### src/rtl/slow_clk_monitor.sv
// slow_clk_monitor: synchronises a slow clock/toggle into clk, emits edge
// ticks, measures period and high time, and flags a stall when it stops.
module slow_clk_monitor #(
  parameter int SYNC_STAGES = 2,
  parameter int CNT_W       = 16,
  parameter int TIMEOUT     = 65535
) (
  input  logic             clk,
  input  logic             rst,
  input  logic             slow_in,
  output logic             rise_tick,
  output logic             fall_tick,
  output logic [CNT_W-1:0] period,
  output logic [CNT_W-1:0] high_time,
  output logic             period_valid,
  output logic             stall
);

  typedef enum logic [1:0] {
    ST_IDLE,
    ST_ARM,
    ST_LOCK
  } state_t;

  localparam logic [CNT_W-1:0] LP_LAST = CNT_W'(TIMEOUT - 1);
  localparam logic [CNT_W-1:0] LP_ONE  = CNT_W'(1);

  state_t r_state;
  state_t w_next;

  logic [SYNC_STAGES-1:0] r_sync;
  logic                   r_prev;
  logic [CNT_W-1:0]       r_cnt;
  logic [CNT_W-1:0]       r_period;
  logic [CNT_W-1:0]       r_high;
  logic                   r_valid;

  logic             w_s;
  logic             w_rise;
  logic             w_fall;
  logic             w_active;
  logic             w_timeout;
  logic [CNT_W-1:0] w_cnt_inc;

  assign w_s       = r_sync[SYNC_STAGES-1];
  assign w_rise    = w_s & ~r_prev;
  assign w_fall    = ~w_s & r_prev;
  assign w_active  = (r_state != ST_IDLE);
  assign w_cnt_inc = r_cnt + LP_ONE;

  always_ff @(posedge clk or posedge rst) begin
    if (rst) begin
      r_sync <= '0;
      r_prev <= 1'b0;
    end else begin
      r_sync <= {r_sync[SYNC_STAGES-2:0], slow_in};
      r_prev <= w_s;
    end
  end

  always_ff @(posedge clk or posedge rst) begin
    if (rst) begin
      r_state <= ST_IDLE;
    end else begin
      r_state <= w_next;
    end
  end

  // A rise arriving on the timeout cycle takes priority over the stall.
  always_comb begin
    w_next    = r_state;
    w_timeout = 1'b0;
    unique case (r_state)
      ST_IDLE: begin
        if (w_rise) w_next = ST_ARM;
      end
      ST_ARM, ST_LOCK: begin
        if (w_rise) begin
          w_next = ST_LOCK;
        end else if (r_cnt == LP_LAST) begin
          w_timeout = 1'b1;
          w_next    = ST_IDLE;
        end
      end
      default: w_next = ST_IDLE;
    endcase
  end

  always_ff @(posedge clk or posedge rst) begin
    if (rst) begin
      r_cnt    <= '0;
      r_period <= '0;
      r_high   <= '0;
      r_valid  <= 1'b0;
    end else begin
      if (w_active && w_fall) r_high <= w_cnt_inc;
      if (w_rise) begin
        r_cnt <= '0;
        if (w_active) begin
          r_period <= w_cnt_inc;
          r_valid  <= 1'b1;
        end
      end else if (w_timeout) begin
        r_cnt   <= '0;
        r_valid <= 1'b0;
      end else if (w_active) begin
        r_cnt <= w_cnt_inc;
      end
    end
  end

  assign rise_tick    = w_rise;
  assign fall_tick    = w_fall;
  assign period       = r_period;
  assign high_time    = r_high;
  assign period_valid = r_valid;
  assign stall        = w_timeout;

endmodule

### config.mk
export PLATFORM = sky130hd
export DESIGN_NAME = slow_clk_monitor
export DESIGN_NICKNAME = d
export VERILOG_FILES = /design/src/rtl/slow_clk_monitor.sv
export SDC_FILE = /design/constraint.sdc
export NUM_CORES = 1
export LEC_CHECK = 0
export CAP_MARGIN = 25
export CORE_MARGIN = 3
export CORE_UTILIZATION = 53
export CTS_CLUSTER_SIZE = 20
export DETAILED_ROUTE_END_ITERATION = 10
export PLACE_DENSITY = 0.81
export SLEW_MARGIN = 10
export SYNTH_ARGS = -nofsm -noshare
export SYNTH_HDL_FRONTEND = slang
export SYNTH_SLANG_ARGS = --single-unit
### constraint.sdc
create_clock -name clk -period 2 [get_ports clk]
set_input_delay 0.4 -clock clk [delete_from_list [all_inputs] [get_ports clk]]
set_output_delay 0.4 -clock clk [all_outputs]
set_load 0.01 [all_outputs]
== Yosys cells after proc, flatten, opt, wreduce, memory -nomap -nowiden ==
Index checks and enable logic that the tools add are counted.
W data, S select, Z words.
Word-level totals
  bits in registers: 54
  input port bits: 3
  output and inout bits: 36
  logic and storage cells: 40
Cells by class
  $add $sub $neg: 1
  equal/unequal tests: 6
  mux-type cells: 13
  bitwise operators: 4
  reductions and logical operators: 9
Operator list (count)
  $mux W16: 3
  $add A16 B1 Y16 const B: 1
  $eq A16 B16 Y1 const B: 1
  $mux W1: 6
  $mux W2: 3
  $reduce_and A2 Y1: 3
  $pmux W2 S2: 1
  $reduce_bool A2 Y1: 2
  $ne A3 B3 Y1 const B: 1
  $reduce_bool A3 Y1: 1
  $and A1 B1 Y1: 2
  $eq A2 B1 Y1 const B: 1
  $eq A2 B2 Y1 const B: 1
  $logic_not A2 Y1: 1
  $ne A2 B1 Y1 const B: 1
  $ne A2 B2 Y1 const B: 1
  $not A1 Y1: 2
  $reduce_or A2 Y1: 1
  $logic_and A1 B1 Y1: 1

== Logic depth before layout (Yosys ltp) ==
Gate-level depths: netlist (run 1).
  word-level depth: 6
  gate-level depth with buffers: 7
  mapped depth without buffers: 6

== Worst setup path after synthesis (run 1) ==
No wires, ideal clock.
  path type: reg-to-output
  start: register r_cnt[0]
  end: output stall
  arrival: 1359 ps
  data required time: 1600 ps
  path slack: 241 ps
  cell stages (with the launch flop): 6
  buffers on the path: 0
  cells stage by stage: dfrtp_1 inv_1 ha_1 nand4_1 or4_4 nor2_1
Between the ends
  word-level cells in the longest chain between the ends: 4
Ends and longest elaborated chain
  start, declared: RTL line 33  | logic [CNT_W-1:0] r_cnt;
  start signal, assigned: RTL line 107  | r_cnt <= w_cnt_inc;
  $eq A16 B16 Y1: RTL line 80  | end else if (r_cnt == LP_LAST) begin
  $mux W1: RTL line 80
  $mux W1: RTL line 78  | if (w_rise) begin
  $mux W1: RTL line 73  | unique case (r_state)
  end, declared: RTL line 16  | output logic stall
Every way passes these cells.

== Worst setup path after layout (run 1) ==
Ends and elaborated chain as after synthesis.

==> metrics.yaml, run 1 <==
status: "finished with violations"
failed_checks: "negative setup slack"
syn_area_per_cell_um2: 9.733
hold_violations: 0
layout_setup_ws_ps: -62.61
crit_cells: 6
r2r_end: "r_cnt[12]"
antenna_found_initial: 0
wire_per_inst_um: 14.75
synthAdderAreaFrac: 0.01549
fin_crit_sh: 1.031
synth-seq-area-share: 0.5576
gp_congestion: 0.8027
synth.distinct_cells: 26
htree_levels: 2
fin_util: 0.7606
drtIter0Drc: 144
grt_overflow_total: 0
cts_buffers: 5
crit_required_ps: 1600
vias: 1936
synth_top_family_by_area: "simple AND/OR/NAND/NOR gates"
clock_sinks: 54
ios: 39
diodes: 0
layout_common_cells: "dfrtp_1 (54), nor2_1 (41), clkdlybuf4s50_1 (36)"
postCtsHoldBufs: 0
p_total_mw: 3.645
yosys.area_share.xor_xnor: 0.1048
path_cells: "inv_1 > ha_1 > nand4_1 > or4_4 > nor2_1 > buf_2"
slowest_stage: "or4_4"
synth_fp_nets: 255
startpoint: "r_cnt[0]"
critPathKind: "reg -> out"
p_leak_nw: 1.347
vias_per_cell: 5.408
setup_viol: 1
fp.dieH_um: 73.62
die_x_um: 73.62
core_um2: 4202
whs_ps: 364.2
grt_max_degree: 55
clockRootBuffer: "clkbuf_8"
ctsLongestPathBuffers: 2
power_density_nw_per_um2: 1141
synth_mux_area_frac: 0
rrSetupSlack_ps: 70
cp-start-kind: "flop"
yosys.area_share.simple: 0.1920
ys_warn_count: 0
dp_hpwl_um: 3620
r2r-start: "r_cnt[0]"
crit_family: "simple AND/OR/NAND/NOR gates"
grt_pass1_vias: 1837
worst-path-buf-inv: 2
rsz0062_at_grt: "yes"
nFillCells: 289
cts_tree: "done"
routed_wl_um: 5279
post_dp_cell_area_um2: 2992
final_common_cell: "dfrtp_1"
regArea_um2: 1351
slowest_delay_ps: 450
detail-route-antenna-nets: 0
layout-drive-gt1-share: 0.1558
synth_compound_area_frac: 0.08415
min_path_type: "reg -> reg"
final_max_slew_viol_count: 0
max_cap_viol_count: 0
tightest_slew_ps: 432.5
synth_seq_cells: 54
nNetsFinal: 313
multiInputGateArea_um2: 977.2
vdd_drop_max_mv: 0.7781
worst_clock_skew_ps: 10.59
syn_area_um2: 2424
pre_cts_slack_ps: -200.0
drt-pass1-iter-count: 4
syn_inst: 249
cp.arrival_ps: 1660
syn_to_final_growth_pct: 31.85
num_rows: 23
cp_max_fo: 3
worst_r2r_path_depth: 9
grt_pass1_wl_um: 8811
grt.total_usage: 0.2161
clk_pin_slew_ps: 80
fmaxAchievable_mhz: 484.8
slew_headroom: 0.7090
postLayoutCellArea_um2: 3196
clk_latency_ps: 310
port_buffers: 38
drc_errors: 0
floorplan.initialDensity: 0.5768
layout_min_cycle_time_ps: 2063
cp-endpoint: "stall"
crit_path_end_kind: "primary output"
fp.dieArea_um2: 5420
==> routing by layer <==
layer / global-route usage / vias up / wire length [µm]
met5: 0 / - / 0
met1: 0.3028 / 945 / 2466
met2: 0.3307 / 49 / 2499
met3: 0.04925 / 5 / 231
met4: 0.07646 / 0 / 82
li1: - / 937 / -
==> repair_timing <==
action                     4_1_cts  5_1_grt
pin swaps                        3        2
hold endpoints to repair         0        0
setup endpoints to repair        2       18
gates resized for setup          6        3
setup buffers                    2        3
==> final cells by class <==
class / count / share of cell area
tap: 50 / 0.01958
clock inverter: 2 / 0.01879
inverter: 9 / 0.01057
timing repair buffer: 68 / 0.1966
multi-input combinational: 169 / 0.3058
sequential: 54 / 0.4229
clock buffer: 6 / 0.02584
==> worst min-delay path by stage <==
stage          startpoint        end  slack, ps  cells past startpoint
4_1_cts         r_sync[0]  r_sync[1]        370                      0
3_3_place_gp    r_sync[0]  r_sync[1]        340                      0
6_report        r_sync[0]  r_sync[1]        360                      0
3_5_place_dp    r_sync[0]  r_sync[1]        350                      0
5_1_grt         r_sync[0]  r_sync[1]        380                      0
2_1_floorplan   r_sync[0]  r_sync[1]        330                      0
==> cells by family after synthesis <==
| family | Yosys count |
|---|---|
| compound gates | 37 |
| xor+xnor | 29 |
| fa+ha+maj | 3 |
| buf+inv | 26 |
| flops | 54 |
| simple gates | 100 |
==> flip-flops by register name (all words and copies together), names as in the netlist <==
name          cells
period_valid      1
period           16
r_sync            2
r_cnt            16
r_state           2
r_prev            1
high_time        16
==> synth_stat cells <==
cell / n / share of area
dfrtp_1: 54 / 0.56
nor2_1: 41 / 0.064
xnor2_1: 27 / 0.098
nand2_1: 22 / 0.034
a21oi_1: 17 / 0.035
o21ai_0: 17 / 0.035
clkbuf_1: 11 / 0.017
inv_1: 9 / 0.014
nor3_1: 9 / 0.019
nor4_1: 9 / 0.023
nand3_1: 5 / 0.010
clkbuf_2: 4 / 0.0083
nand4_1: 4 / 0.010
ha_1: 3 / 0.015
nor2b_1: 3 / 0.0077
nand2b_1: 2 / 0.0052
nand4b_1: 2 / 0.0072
xor2_1: 2 / 0.0072
buf_2: 1 / 0.0021
buf_6: 1 / 0.0046
nand3_2: 1 / 0.0041
nand3b_1: 1 / 0.0031
o21ai_4: 1 / 0.0067
o22a_1: 1 / 0.0036
o311ai_0: 1 / 0.0036
or4_4: 1 / 0.0046
==> stage by stage <==
step,cells,setup TNS [ps]
2_1_floorplan,249,0
3_3_place_gp,345,-171.2
3_5_place_dp,345,-200.0
4_1_cts,355,-218.4
5_1_grt,358,-239.0
6_report,358,-62.61
==> report_power, final <==
| part | switching (mW) | leakage (nW) | internal (mW) |
|---|---|---|---|
| registers | 0.135 | 0.698 | 1.34 |
| logic | 0.640 | 0.578 | 0.647 |
| clock network | 0.351 | 0.0714 | 0.534 |
Note: power is estimated with default switching activity, not from simulation.
==> inputs of run 2 (changes only) <==
--- a/config.mk
+++ b/config.mk
@@ -6,7 +6,7 @@
 export NUM_CORES = 1
 export LEC_CHECK = 0
 export CAP_MARGIN = 25
-export CORE_MARGIN = 3
+export CORE_MARGIN = 1
 export CORE_UTILIZATION = 53
 export CTS_CLUSTER_SIZE = 20
 export DETAILED_ROUTE_END_ITERATION = 10
==> metrics.yaml, run 2 (synthesized netlist as in run 1, its figures left out) <==
max_cap_viol_count: 0
layout_setup_ws_ps: -69.15
fin_crit_sh: 1.035
detail-route-antenna-nets: 0
power_density_nw_per_um2: 1098
layout_common_cells: "dfrtp_1 (54), nor2_1 (40), clkdlybuf4s50_1 (36)"
setup_viol: 1
vias: 1887
wire_per_inst_um: 13.88
nNetsFinal: 310
startpoint: "r_cnt[0]"
port_buffers: 38
ctsLongestPathBuffers: 2
multiInputGateArea_um2: 968.4
r2r_end: "period[14]"
grt_overflow_total: 0
grt.total_usage: 0.2192
p_total_mw: 3.450
tightest_slew_ps: 363.2
r2r-start: "r_cnt[0]"
core_um2: 4384
slew_headroom: 0.7556
vias_per_cell: 5.286
num_rows: 24
grt_pass1_wl_um: 8418
grt_pass1_vias: 1831
dp_hpwl_um: 3471
drt-pass1-iter-count: 4
drc_errors: 0
antenna_found_initial: 0
clk_latency_ps: 310
pre_cts_slack_ps: -202.0
whs_ps: 374.8
failed_checks: "negative setup slack"
hold_violations: 0
clk_pin_slew_ps: 90
path_cells: "inv_1 > ha_1 > nand4_1 > or4_4 > nor2_2 > buf_2"
final_max_slew_viol_count: 0
slowest_delay_ps: 460
die_x_um: 69.62
cp.arrival_ps: 1670
final_common_cell: "dfrtp_1"
layout_min_cycle_time_ps: 2069
gp_congestion: 0.8226
fmaxAchievable_mhz: 483.3
p_leak_nw: 1.320
floorplan.initialDensity: 0.5528
cp-endpoint: "stall"
rrSetupSlack_ps: 180
grt_max_degree: 55
nFillCells: 311
vdd_drop_max_mv: 0.6959
rsz0062_at_grt: "yes"
layout-drive-gt1-share: 0.1443
worst_clock_skew_ps: 8.422
routed_wl_um: 4954
cts_buffers: 5
worst_r2r_path_depth: 6
htree_levels: 2
postCtsHoldBufs: 0
fp.dieArea_um2: 4847
fp.dieH_um: 69.62
cp_max_fo: 3
cp-start-kind: "flop"
clockRootBuffer: "clkbuf_8"
status: "finished with violations"
crit_path_end_kind: "primary output"
clock_sinks: 54
ios: 39
crit_required_ps: 1600
min_path_type: "reg -> reg"
drtIter0Drc: 158
cts_tree: "done"
syn_to_final_growth_pct: 29.58
critPathKind: "reg -> out"
diodes: 0
regArea_um2: 1351
slowest_stage: "or4_4"
[run 2: critical path, delay by kind of cell, from the launching register on]
family | cells | cell delay, ps
buffers and inverters | 2 | 190
and+or+nand+nor | 3 | 640
adders and majority gates | 1 | 130
DFF | 1 | 400
[run 2: metal layers]
| layer | track usage | vias up | wire, µm |
|---|---|---|---|
| li1 | - | 935 | - |
| met2 | 0.3463 | 40 | 2455 |
| met1 | 0.3088 | 904 | 2290 |
| met5 | 0 | - | 0 |
| met3 | 0.03488 | 8 | 145 |
| met4 | 0.08000 | 0 | 63 |
[run 2: where the power goes]
group | total [mW] | switching [mW] | internal, mW
Clock | 0.738 | 0.358 | 0.379
Combinational | 1.24 | 0.622 | 0.619
Sequential | 1.47 | 0.131 | 1.34
[run 2: stage by stage]
stage,cell area (µm²),std cells,TNS [ps],utilization
after floorplan,2424,249,0,-
after global placement,2994,347,-169.7,0.6829
after detailed placement,2994,347,-202.0,0.6829
after CTS,3108,355,-227.3,0.7089
after global routing,3141,357,-171.6,0.7163
final,3141,357,-69.15,0.7163
[run 2: what timing repair did]
action / CTS / global route
setup buffers: 0 / 2
setup endpoints to repair: 2 / 16
gates resized for setup: 6 / 2
pin swaps: 3 / 2
cloned: 0 / 0
[run 2: cell type report]
cell class                      count  share of cell area
Multi-Input combinational cell    169              0.3084
Sequential cell                    54              0.4303
Clock inverter                      3             0.01514
Inverter                            9             0.01076
Clock buffer                        5             0.02191
Tap cell                           52             0.02072
Timing Repair Buffer               65              0.1928
[run 2: how the worst min path moves through the flow]
stage | start | to | slack (ps) | cells past startpoint
4_1_cts | r_sync[0] | r_sync[1] | 380 | 0
5_1_grt | r_sync[0] | r_sync[1] | 390 | 0
2_1_floorplan | r_sync[0] | r_sync[1] | 330 | 0
6_report | r_sync[0] | r_sync[1] | 370 | 0
3_3_place_gp | r_sync[0] | r_sync[1] | 340 | 0
3_5_place_dp | r_sync[0] | r_sync[1] | 350 | 0
==> inputs of run 3 (changes only) <==
--- a/config.mk
+++ b/config.mk
@@ -10,6 +10,7 @@
 export CORE_UTILIZATION = 53
 export CTS_CLUSTER_SIZE = 20
 export DETAILED_ROUTE_END_ITERATION = 10
+export HOLD_SLACK_MARGIN = 0.08
 export PLACE_DENSITY = 0.81
 export SLEW_MARGIN = 10
 export SYNTH_ARGS = -nofsm -noshare
==> results of run 3 <==
No change in the layout: final DEF, timing and power equal those of run 2.
